<file path="config.mk">
export PLATFORM = sky130hd
export DESIGN_NAME = spi_cmd_receiver_flat
export DESIGN_NICKNAME = d
export VERILOG_FILES = /design/src/rtl/spi_cmd_receiver_if.sv /design/src/rtl/spi_cmd_receiver.sv /design/src/flat_wrapper.sv
export SDC_FILE = /design/constraint.sdc
export NUM_CORES = 1
export LEC_CHECK = 0
export ABC_AREA = 1
export ABC_CLOCK_PERIOD_IN_PS = 2750
export BUFFER_PORTS_ARGS = -buffer_cell sky130_fd_sc_hd__buf_2
export CAP_MARGIN = 15
export CORE_UTILIZATION = 61
export CTS_CLUSTER_DIAMETER = 80
export DETAILED_ROUTE_END_ITERATION = 12
export PLACE_DENSITY = 0.84
export SLEW_MARGIN = 0
export SYNTH_ARGS = -nofsm -noshare
export SYNTH_HDL_FRONTEND = slang
export SYNTH_SLANG_ARGS = --single-unit
</file>
<file path="constraint.sdc">
create_clock -name clock -period 2.75 [get_ports clock]
set_clock_uncertainty 0.2 [all_clocks]
set_input_delay 0.275 -clock clock [delete_from_list [all_inputs] [get_ports clock]]
set_output_delay 0.275 -clock clock [all_outputs]
set_load 0.02 [all_outputs]
</file>
<file path="src/rtl/spi_cmd_receiver_if.sv">
// Bundles the SPI pins, the issued-command side and the status flags of spi_cmd_receiver.
// slave is the receiver's view; master is the SPI master / system_controller side.
interface spi_cmd_receiver_if #(
  parameter int unsigned FIFO_DEPTH = 4
);
  localparam int unsigned CNT_W = $clog2(FIFO_DEPTH) + 1;

  logic             sclk;
  logic             cs_n;
  logic             mosi;
  logic             miso;
  logic [31:0]      cmd_data;
  logic             latch_data;
  logic [CNT_W-1:0] fifo_count;
  logic             overflow;
  logic             frame_error;
  logic             clear_flags;

  modport slave (
    input  sclk, cs_n, mosi, clear_flags,
    output miso, cmd_data, latch_data, fifo_count, overflow, frame_error
  );

  modport master (
    output sclk, cs_n, mosi, clear_flags,
    input  miso, cmd_data, latch_data, fifo_count, overflow, frame_error
  );
endinterface

</file>
<file path="src/rtl/spi_cmd_receiver.sv">
// Oversampled SPI (mode 0, MSB first) command receiver with a word FIFO and latch_data pulse issue.
// Define CMD_ECHO_EN to shift the last accepted word back out on miso during the next frame.
module spi_cmd_receiver #(
  parameter int unsigned FIFO_DEPTH        = 4,
  parameter int unsigned LATCH_HIGH_CYCLES = 2,
  parameter int unsigned LATCH_GAP_CYCLES  = 2
) (
  input  logic              clock,
  input  logic              reset_n,
  spi_cmd_receiver_if.slave bus
);
  localparam int unsigned AW   = $clog2(FIFO_DEPTH);
  localparam int unsigned CW   = AW + 1;
  localparam int unsigned PMAX = (LATCH_HIGH_CYCLES > LATCH_GAP_CYCLES) ? LATCH_HIGH_CYCLES
                                                                        : LATCH_GAP_CYCLES;
  localparam int unsigned PW   = (PMAX > 1) ? $clog2(PMAX) : 1;

  typedef enum logic [1:0] {S_IDLE, S_PULSE, S_GAP} state_e;

  // [0]/[1] form the synchronizer, [2] holds the previous synchronized value
  logic [2:0]  sclk_q, cs_q;
  logic [1:0]  mosi_q;
  logic        sclk_rise, cs_rise, cs_sync, mosi_sync;

  logic [31:0] shift_q, shift_d;
  logic [4:0]  bit_cnt_q, bit_cnt_d;
  logic        push_req, frame_set, full, push_ok, pop;

  logic [31:0] mem_q [FIFO_DEPTH];
  logic [AW-1:0] wr_ptr_q, rd_ptr_q;
  logic [CW-1:0] count_q, count_d;
  logic        overflow_q, overflow_d, frame_err_q, frame_err_d;

  state_e      state_q, state_d;
  logic [PW-1:0] pcnt_q, pcnt_d;
  logic [31:0] cmd_q, cmd_d;
  logic        latch_q, latch_d;

  assign sclk_rise = sclk_q[1] & ~sclk_q[2];
  assign cs_rise   = cs_q[1] & ~cs_q[2];
  assign cs_sync   = cs_q[1];
  assign mosi_sync = mosi_q[1];

  always_ff @(posedge clock or negedge reset_n) begin
    if (!reset_n) begin
      sclk_q <= '0;
      cs_q   <= '1;
      mosi_q <= '0;
    end else begin
      sclk_q <= {sclk_q[1:0], bus.sclk};
      cs_q   <= {cs_q[1:0], bus.cs_n};
      mosi_q <= {mosi_q[0], bus.mosi};
    end
  end

  // cs_rise implies cs_sync=1, so it never coincides with a shift
  always_comb begin
    shift_d   = shift_q;
    bit_cnt_d = bit_cnt_q;
    push_req  = 1'b0;
    frame_set = 1'b0;
    if (cs_rise) begin
      bit_cnt_d = '0;
      frame_set = (bit_cnt_q != '0);
    end else if (!cs_sync && sclk_rise) begin
      shift_d   = {shift_q[30:0], mosi_sync};
      bit_cnt_d = bit_cnt_q + 5'd1;
      push_req  = (bit_cnt_q == 5'd31);
    end
  end

  assign full        = (count_q == CW'(FIFO_DEPTH));
  assign push_ok     = push_req && !full;
  assign pop         = (state_q == S_IDLE) && (count_q != '0);
  assign count_d     = count_q + CW'(push_ok) - CW'(pop);
  assign overflow_d  = (push_req && full) | (overflow_q & ~bus.clear_flags);
  assign frame_err_d = frame_set | (frame_err_q & ~bus.clear_flags);

  always_comb begin
    state_d = state_q;
    pcnt_d  = pcnt_q;
    cmd_d   = cmd_q;
    unique case (state_q)
      S_IDLE: begin
        if (pop) begin
          cmd_d   = mem_q[rd_ptr_q];
          pcnt_d  = PW'(LATCH_HIGH_CYCLES - 1);
          state_d = S_PULSE;
        end
      end
      S_PULSE: begin
        if (pcnt_q == '0) begin
          pcnt_d  = PW'(LATCH_GAP_CYCLES - 1);
          state_d = S_GAP;
        end else begin
          pcnt_d = pcnt_q - PW'(1);
        end
      end
      S_GAP: begin
        if (pcnt_q == '0) state_d = S_IDLE;
        else              pcnt_d  = pcnt_q - PW'(1);
      end
      default: state_d = S_IDLE;
    endcase
    latch_d = (state_d == S_PULSE);
  end

  always_ff @(posedge clock or negedge reset_n) begin
    if (!reset_n) begin
      shift_q     <= '0;
      bit_cnt_q   <= '0;
      wr_ptr_q    <= '0;
      rd_ptr_q    <= '0;
      count_q     <= '0;
      overflow_q  <= 1'b0;
      frame_err_q <= 1'b0;
      state_q     <= S_IDLE;
      pcnt_q      <= '0;
      cmd_q       <= '0;
      latch_q     <= 1'b0;
      for (int unsigned i = 0; i < FIFO_DEPTH; i++) mem_q[i] <= '0;
    end else begin
      shift_q     <= shift_d;
      bit_cnt_q   <= bit_cnt_d;
      count_q     <= count_d;
      overflow_q  <= overflow_d;
      frame_err_q <= frame_err_d;
      state_q     <= state_d;
      pcnt_q      <= pcnt_d;
      cmd_q       <= cmd_d;
      latch_q     <= latch_d;
      if (push_ok) begin
        mem_q[wr_ptr_q] <= shift_d;
        wr_ptr_q        <= wr_ptr_q + AW'(1);
      end
      if (pop) rd_ptr_q <= rd_ptr_q + AW'(1);
    end
  end

`ifdef CMD_ECHO_EN
  logic        sclk_fall, cs_fall;
  logic [31:0] echo_q, out_q;

  assign sclk_fall = ~sclk_q[1] & sclk_q[2];
  assign cs_fall   = ~cs_q[1] & cs_q[2];

  always_ff @(posedge clock or negedge reset_n) begin
    if (!reset_n) begin
      echo_q <= '0;
      out_q  <= '0;
    end else begin
      if (push_ok) echo_q <= shift_d;
      if (cs_fall)                      out_q <= echo_q;
      else if (!cs_sync && sclk_fall)   out_q <= {out_q[30:0], 1'b0};
    end
  end

  assign bus.miso = out_q[31] & ~cs_sync;
`else
  assign bus.miso = 1'b0;
`endif

  assign bus.cmd_data    = cmd_q;
  assign bus.latch_data  = latch_q;
  assign bus.fifo_count  = count_q;
  assign bus.overflow    = overflow_q;
  assign bus.frame_error = frame_err_q;
endmodule

</file>
<file path="src/flat_wrapper.sv">
// flat-port wrapper written by rule: the top's interface ports become plain ports
module spi_cmd_receiver_flat 
#(
  parameter int unsigned FIFO_DEPTH        = 4,
  parameter int unsigned LATCH_HIGH_CYCLES = 2,
  parameter int unsigned LATCH_GAP_CYCLES  = 2
)
  (clock, reset_n, bus_sclk, bus_cs_n, bus_mosi, bus_clear_flags, bus_miso, bus_cmd_data, bus_latch_data, bus_fifo_count, bus_overflow, bus_frame_error);
  spi_cmd_receiver_if #(.FIFO_DEPTH(FIFO_DEPTH)) bus_i ();
  input  logic clock;
  input  logic reset_n;
  input wire logic [$bits(bus_i.sclk)-1:0] bus_sclk;
  input wire logic [$bits(bus_i.cs_n)-1:0] bus_cs_n;
  input wire logic [$bits(bus_i.mosi)-1:0] bus_mosi;
  input wire logic [$bits(bus_i.clear_flags)-1:0] bus_clear_flags;
  output wire logic [$bits(bus_i.miso)-1:0] bus_miso;
  output wire logic [$bits(bus_i.cmd_data)-1:0] bus_cmd_data;
  output wire logic [$bits(bus_i.latch_data)-1:0] bus_latch_data;
  output wire logic [$bits(bus_i.fifo_count)-1:0] bus_fifo_count;
  output wire logic [$bits(bus_i.overflow)-1:0] bus_overflow;
  output wire logic [$bits(bus_i.frame_error)-1:0] bus_frame_error;
  assign bus_i.sclk = bus_sclk;
  assign bus_i.cs_n = bus_cs_n;
  assign bus_i.mosi = bus_mosi;
  assign bus_i.clear_flags = bus_clear_flags;
  assign bus_miso = bus_i.miso;
  assign bus_cmd_data = bus_i.cmd_data;
  assign bus_latch_data = bus_i.latch_data;
  assign bus_fifo_count = bus_i.fifo_count;
  assign bus_overflow = bus_i.overflow;
  assign bus_frame_error = bus_i.frame_error;
  spi_cmd_receiver #(.FIFO_DEPTH(FIFO_DEPTH), .LATCH_HIGH_CYCLES(LATCH_HIGH_CYCLES), .LATCH_GAP_CYCLES(LATCH_GAP_CYCLES)) u_core (.clock(clock), .reset_n(reset_n), .bus(bus_i));
endmodule
</file>
Word-level counts from Yosys, hierarchy flattened
Index checks and enable logic that the tools add are counted.
{ "word_totals": {"wordCells": 79, "inputBits": 6, "register_bits": 218, "out_inout_bits": 39} }
{ "op_classes": {"n_reduce_logical": 14, "bitwise": 11, "magnitude_cmp": 3, "eq_ne": 6, "addsub": 6, "n_mux": 21} }
{ "op_table": {"columns": ["cell", "n"], "rows": [
  ["two-way mux 32 bit", 5],
  ["bitwise mux 128 bit", 1],
  ["binary-select mux 32 bit (select 2 bit)", 1],
  ["demux 32 bit (select 2 bit)", 1],
  ["two-way mux 5 bit", 2],
  ["greater-or-equal comparator 3 bit (second input constant)", 2],
  ["two-way mux 1 bit", 6],
  ["two-way mux 2 bit", 3],
  ["inverter 2 -> 3 bit", 2],
  ["one-hot mux 2 bit (3 select lines)", 1],
  ["nonzero test 3 bit", 2],
  ["adder 5 x 1 -> 5 bit (second input constant)", 1],
  ["== test 5 bit (second input constant)", 1],
  ["logical AND 1 bit", 5],
  ["nonzero test 5 bit", 1],
  ["adder 2 x 1 -> 2 bit (second input constant)", 2],
  ["bitwise AND 1 bit", 4],
  ["== test 2 x 1 -> 1 bit (second input constant)", 2],
  ["AND reduction 2 bit", 2],
  ["adder 3 x 1 -> 3 bit", 1],
  ["== test 3 bit (second input constant)", 1],
  ["< comparator 3 x 1 -> 1 bit (second input constant)", 1],
  ["inverter 1 bit", 3],
  ["one-hot mux 1 bit (3 select lines)", 1],
  ["other kinds (8)", 10]
]} }

Logic depth before layout (Yosys ltp)
{ "logic_depth": {"ltp_word": 8, "depth_mapped": 10, "mapped_depth_nobuf": 9} }

Worst setup path before layout
Ideal clock, no wire load.
{ "synth_path": {"path_kind": "register -> register", "start": "register u_core.count_q[1], in the netlist u_core.bus.fifo_count[1]", "end": "register u_core.count_q[2], in the netlist u_core.bus.fifo_count[2]", "path_stages_with_launch": 11, "required_time_ns": 2.421, "setup_time_ns": 0.129, "slack_ns": 0.160, "arrival_ns": 2.261, "cell_sequence": "dfrtp_1 > nor2_1 > nand2_1 > nand2_2 > clkinv_1 > clkbuf_1 > ha_1 > inv_1 > ha_1 > fa_1 > xor2_1"} }
{ "synth_lines": {"columns": ["item", "line_no", "source"], "rows": [
  ["from (decl)", "spi_cmd_receiver.sv:31", "logic [CW-1:0] count_q, count_d;"],
  ["from (signal assigned)", "spi_cmd_receiver.sv:125", "count_q <= count_d;"],
  ["nonzero test 3 bit", "spi_cmd_receiver.sv:74", "assign pop = (state_q == S_IDLE) && (count_q != '0);"],
  ["logical AND 1 bit", "spi_cmd_receiver.sv:74", null],
  ["named net u_core.pop", "spi_cmd_receiver.sv:27", "logic push_req, frame_set, full, push_ok, pop;"],
  ["subtractor 3 x 1 -> 3 bit", "spi_cmd_receiver.sv:75", "assign count_d = count_q + CW'(push_ok) - CW'(pop);"],
  ["named net u_core.count_d[2]", "spi_cmd_receiver.sv:31", null]
]} }
The timed path passes the listed nets, and every way through them passes these cells.
A chain may end at the register's enable or synchronous reset.

Final worst setup path
{ "layout_path": {"start": "register u_core.bit_cnt_q[0]", "end": "register u_core.mem_q[12] (netlist name)"} }
{ "layout_between": {"elab_chain_cells": 4} }
{ "layout_lines": {"columns": ["item", "line_no", "source"], "rows": [
  ["from (decl)", "spi_cmd_receiver.sv:26", "logic [4:0] bit_cnt_q, bit_cnt_d;"],
  ["from (signal assigned)", "spi_cmd_receiver.sv:124", "bit_cnt_q <= bit_cnt_d;"],
  ["== test 5 bit", "spi_cmd_receiver.sv:68", "push_req = (bit_cnt_q == 5'd31);"],
  ["two-way mux 1 bit", "spi_cmd_receiver.sv:65", "end else if (!cs_sync && sclk_rise) begin"],
  ["two-way mux 1 bit", "spi_cmd_receiver.sv:62", "if (cs_rise) begin"],
  ["logical AND 1 bit", "spi_cmd_receiver.sv:73", "assign push_ok = push_req && !full;"],
  ["to (signal, indexed assignment)", "spi_cmd_receiver.sv:133", "mem_q[wr_ptr_q] <= shift_d;"],
  ["to (decl)", "spi_cmd_receiver.sv:29", "logic [31:0] mem_q [FIFO_DEPTH];"]
]} }
No other way between the ends.

==> out/results.tsv <==
stage	metric	value	unit
grt	antenna violations before repair	0	
sta	worst slew pin tran	776	ps
sta	unrepaired setup endpoints after global routing	false	
route	routed wl met3	1.94	mm
run_status	status	finished clean	
placement	IO buf count	43	
die	die width	128	µm
clocking	Worst-Skew Late Latency	500	ps
sta	post-route setup slack	335	ps
critical_path	Reg2Reg Setup Slack	330	ps
cells_and_area	diodes inserted	0	
synth	Yosys warning count	0	
clocking	root buf cell	clkbuf_16	
synth	Synth cell types	23	
clocking	worst-case clock buffer depth	3	
critical_path	Arrival @ worst endpoint	2650	ps
hold_path	Hold WC Path Type	reg2reg	
route	DRC	0	
die	die height	128	µm
die	die area	16400	µm²
grt	GRT Util Overall	30.7	%
grt	vias in the first global route	8072	
power_and_ir_drop	P_leak	6.09	nW
sta	total negative setup slack	0	ps
route	Top Metal Used	met4	
sta	relative slew slack	48.3	%
die	initial core utilization	63.2	%
power_and_ir_drop	total chip power	6.59	mW
sta	Final Max Tran Viols	0	
clocking	CTS Buf Count	23	
sta	Final Setup Violations	0	
power_and_ir_drop	worst vdd ir	0.000645	V
grt	pin count of the biggest net entering global routing	132	
route	TritonRoute pass-1 iters	5	
hold_path	Hold EP	u_core.sclk_q[1]$_DFF_PN0_	
grt	first-pass GRT wire length	40.1	mm
sta	final worst path period share	87.8	%
route	Iter 0 DRT Violations	826	
placement	dpl cells	1395	
cells_and_area	Syn-to-layout area delta	12.3	%
die	# rows	45	
die	Core Area	15300	µm²
route	routed length on met2	11.1	mm
job	Max-cap violations	0	
grt	total gr overflow	0	
critical_path	depth of the worst register-to-register path	9	
critical_path	critical path, cell by cell	ha_1 > nand2_1 > nor2_1 > ha_1 > nand4_1 > nor2_4 > buf_12 > nand3_1 > nand2_1	
cells_and_area	fillers	1150	
clocking	Resized Gates After CTS	0	
clocking	TritonCTS Sinks	218	
synth	top cell type's share of synthesized area	55.6	%
route	drt wl/cell	16.3	µm
synth	Synth area leader	dfrtp_1	
critical_path	Slowest cell on crit path	buf_12	
power_and_ir_drop	Pwr Density	607	nW/µm²
placement	placer congestion estimate	0.777	
cells_and_area	post-route insts no fill	1441	
route	WL met1	10.0	mm
route	average vias per placed instance	5.76	
cells_and_area	# nets final	1230	
placement	setup slack at placement	436	ps
hold_path	hold path depth	0	
critical_path	Worst Path Required	2980	ps
critical_path	Max stage delay on crit path	450	ps
sta	Final Hold Viols	0	
critical_path	crit-path max FO	131	
route	via count	8295	
route	antenna-violating nets left	0	
cells_and_area	fin area	10900	µm²
cells_and_area	share of layout cells above drive strength 1	9.35	%
synth	syn_nets	1212	
hold_path	hold path start	u_core.sclk_q[0]$_DFF_PN0_	
synth	top post-synthesis cells by area	dfrtp_1 56%, nand2_1 18%, nand3_1 7.0%	
synth	Mapped Cells	1196	
placement	dpl hpwl	12.5	mm
critical_path	R2R Path Start	u_core.bit_cnt_q[0]$_DFFE_PN0P_	
synth	Mean Syn Cell Area	8.09	µm²
die	I/O pin count	45	
critical_path	worst r2r dst	u_core.mem_q[12]$_DFFE_PN0P_	
clocking	Worst-path clk slew	60	ps
sta	Tmin final	2420	ps
critical_path	crit path kind	reg2reg	
synth	Seq/Total Area, Yosys	56.4	%
clocking	Post-CTS Repair Setup Buffers	0	
clocking	htree depth	1	
route	Post-Route WL	23.6	mm
critical_path	Critical Path Sink Type	register	
placement	placed inst area	10100	µm²
sta	FMAX	414	MHz
synth	flops & latches, synth	218	
critical_path	Startpoint Class	register	
synth	Synth Cell Area	9670	µm²
clocking	CTS tree	yes	
==> state kept, by name (all words and copies together) (netlist names) <==
name / flops
u_core.bit_cnt_q: 5
u_core.bus.cmd_data: 32
u_core.bus.fifo_count: 3
u_core.bus.frame_error: 1
u_core.bus.latch_data: 1
u_core.bus.overflow: 1
u_core.cs_q: 3
u_core.mem_q: 128
u_core.mosi_q: 2
u_core.pcnt_q: 1
u_core.rd_ptr_q: 2
u_core.sclk_q: 3
u_core.shift_q: 32
u_core.state_q: 2
u_core.wr_ptr_q: 2
==> worst max-delay path, delay by kind of cell (launching register included) <==
| kind | cells | cell delay, ps |
|---|---|---|
| adder cells (fa/ha/maj) | 2 | 400 |
| buffers and inverters | 1 | 450 |
| flip-flops | 1 | 370 |
| AND/OR/NAND/NOR | 6 | 890 |
==> repair_timing <==
action,in CTS,in global routing
endpoints found under the setup margin,0,0
hold buffers,5,0
hold endpoints to repair,86,0
==> layer usage <==
metal  GRT usage (%)  up-vias
met5               0        -
met4            9.27        0
met3            4.22       49
met2            50.2      397
met1            43.2     3988
li1                -     3861
==> worst max-delay path by stage <==
stage | end | slack [ps] | depth (start not counted) | from
2_1_floorplan | u_core.bus.fifo_count[2]$_DFF_PN0_ | 160 | 10 | u_core.bus.fifo_count[1]$_DFF_PN0_
4_1_cts | u_core.mem_q[12]$_DFFE_PN0P_ | 390 | 9 | u_core.bit_cnt_q[0]$_DFFE_PN0P_
6_report | u_core.mem_q[12]$_DFFE_PN0P_ | 330 | 9 | u_core.bit_cnt_q[0]$_DFFE_PN0P_
3_5_place_dp | u_core.mem_q[78]$_DFFE_PN0P_ | 440 | 9 | u_core.bit_cnt_q[0]$_DFFE_PN0P_
5_1_grt | u_core.mem_q[12]$_DFFE_PN0P_ | 160 | 9 | u_core.bit_cnt_q[1]$_DFFE_PN0P_
3_3_place_gp | u_core.bus.fifo_count[2]$_DFF_PN0_ | 490 | 9 | u_core.bit_cnt_q[0]$_DFFE_PN0P_
==> cell usage in the layout, fill, tap and decap left out <==
master / instances
buf_8: 1
o21ai_0: 71
dfstp_2: 3
inv_8: 1
buf_12: 4
nand2_2: 1
inv_1: 19
clkinv_1: 2
dlygate4sd3_1: 5
clkbuf_1: 6
ha_1: 9
clkbuf_16: 23
o211ai_1: 1
inv_2: 2
clkbuf_8: 8
conb_1: 1
bufinv_16: 1
nor2_1: 135
nor2_2: 1
buf_4: 24
nor2_4: 1
buf_2: 42
o22ai_1: 3
nand4_1: 37
xnor2_1: 1
clkinvlp_4: 1
dfrtp_2: 1
xor2_1: 2
nand3_1: 135
dfrtp_1: 214
nand2_1: 473
fa_1: 1
clkinv_2: 1
==> Yosys cell counts <==
cell and n:
nand2_1 473, dfrtp_1 215, nand3_1 135, nor2_1 135, o21ai_0 71, clkbuf_1 40
nand4_1 37, buf_2 22, inv_1 19, buf_1 11, buf_4 10, ha_1 9
dfstp_2 3, o22ai_1 3, clkinv_1 2, inv_2 2, nor2_2 2, xor2_1 2
conb_1 1, fa_1 1, nand2_2 1, o211ai_1 1, xnor2_1 1
==> final cells by class <==
type                            count  area (µm²)  area share, %
Tap cell                          211         264           2.43
Multi-Input combinational cell    872        3760           34.6
Timing Repair Buffer               76         536           4.93
Sequential cell                   218        5460           50.3
Clock inverter                      4        53.8          0.495
Inverter                           23        86.3          0.795
Clock buffer                       37         708           6.52
==> where the power goes <==
part | internal [mW] | switching [mW] | leakage, nW
Clock | 1.86 | 1.24 | 0.372
Combinational | 0.0489 | 0.170 | 2.70
Sequential | 3.25 | 0.0266 | 3.02
==> metrics by stage <==
stage	hold WS (ps)	util, %
final	148	70.9
after CTS	150	70.9
after floorplan	-221	-
after global routing	153	70.9
after global placement	135	65.6
after detailed placement	137	65.6
==> kinds of logic (layout without fill, tap and decap cells) <==
group / count (synthesis) / after routing / synth area share, %
DFF: 218 / 218 / 56.4
adders and majority gates: 10 / 10 / 1.37
other: 1 / 1 / 0.0388
buffers and inverters: 106 / 140 / 4.79
and+or+nand+nor: 783 / 783 / 33.2
xor gates and xnor gates: 3 / 3 / 0.272
AOI/OAI and AO/OA: 75 / 75 / 3.94
(Power assumes the default switching activity.)
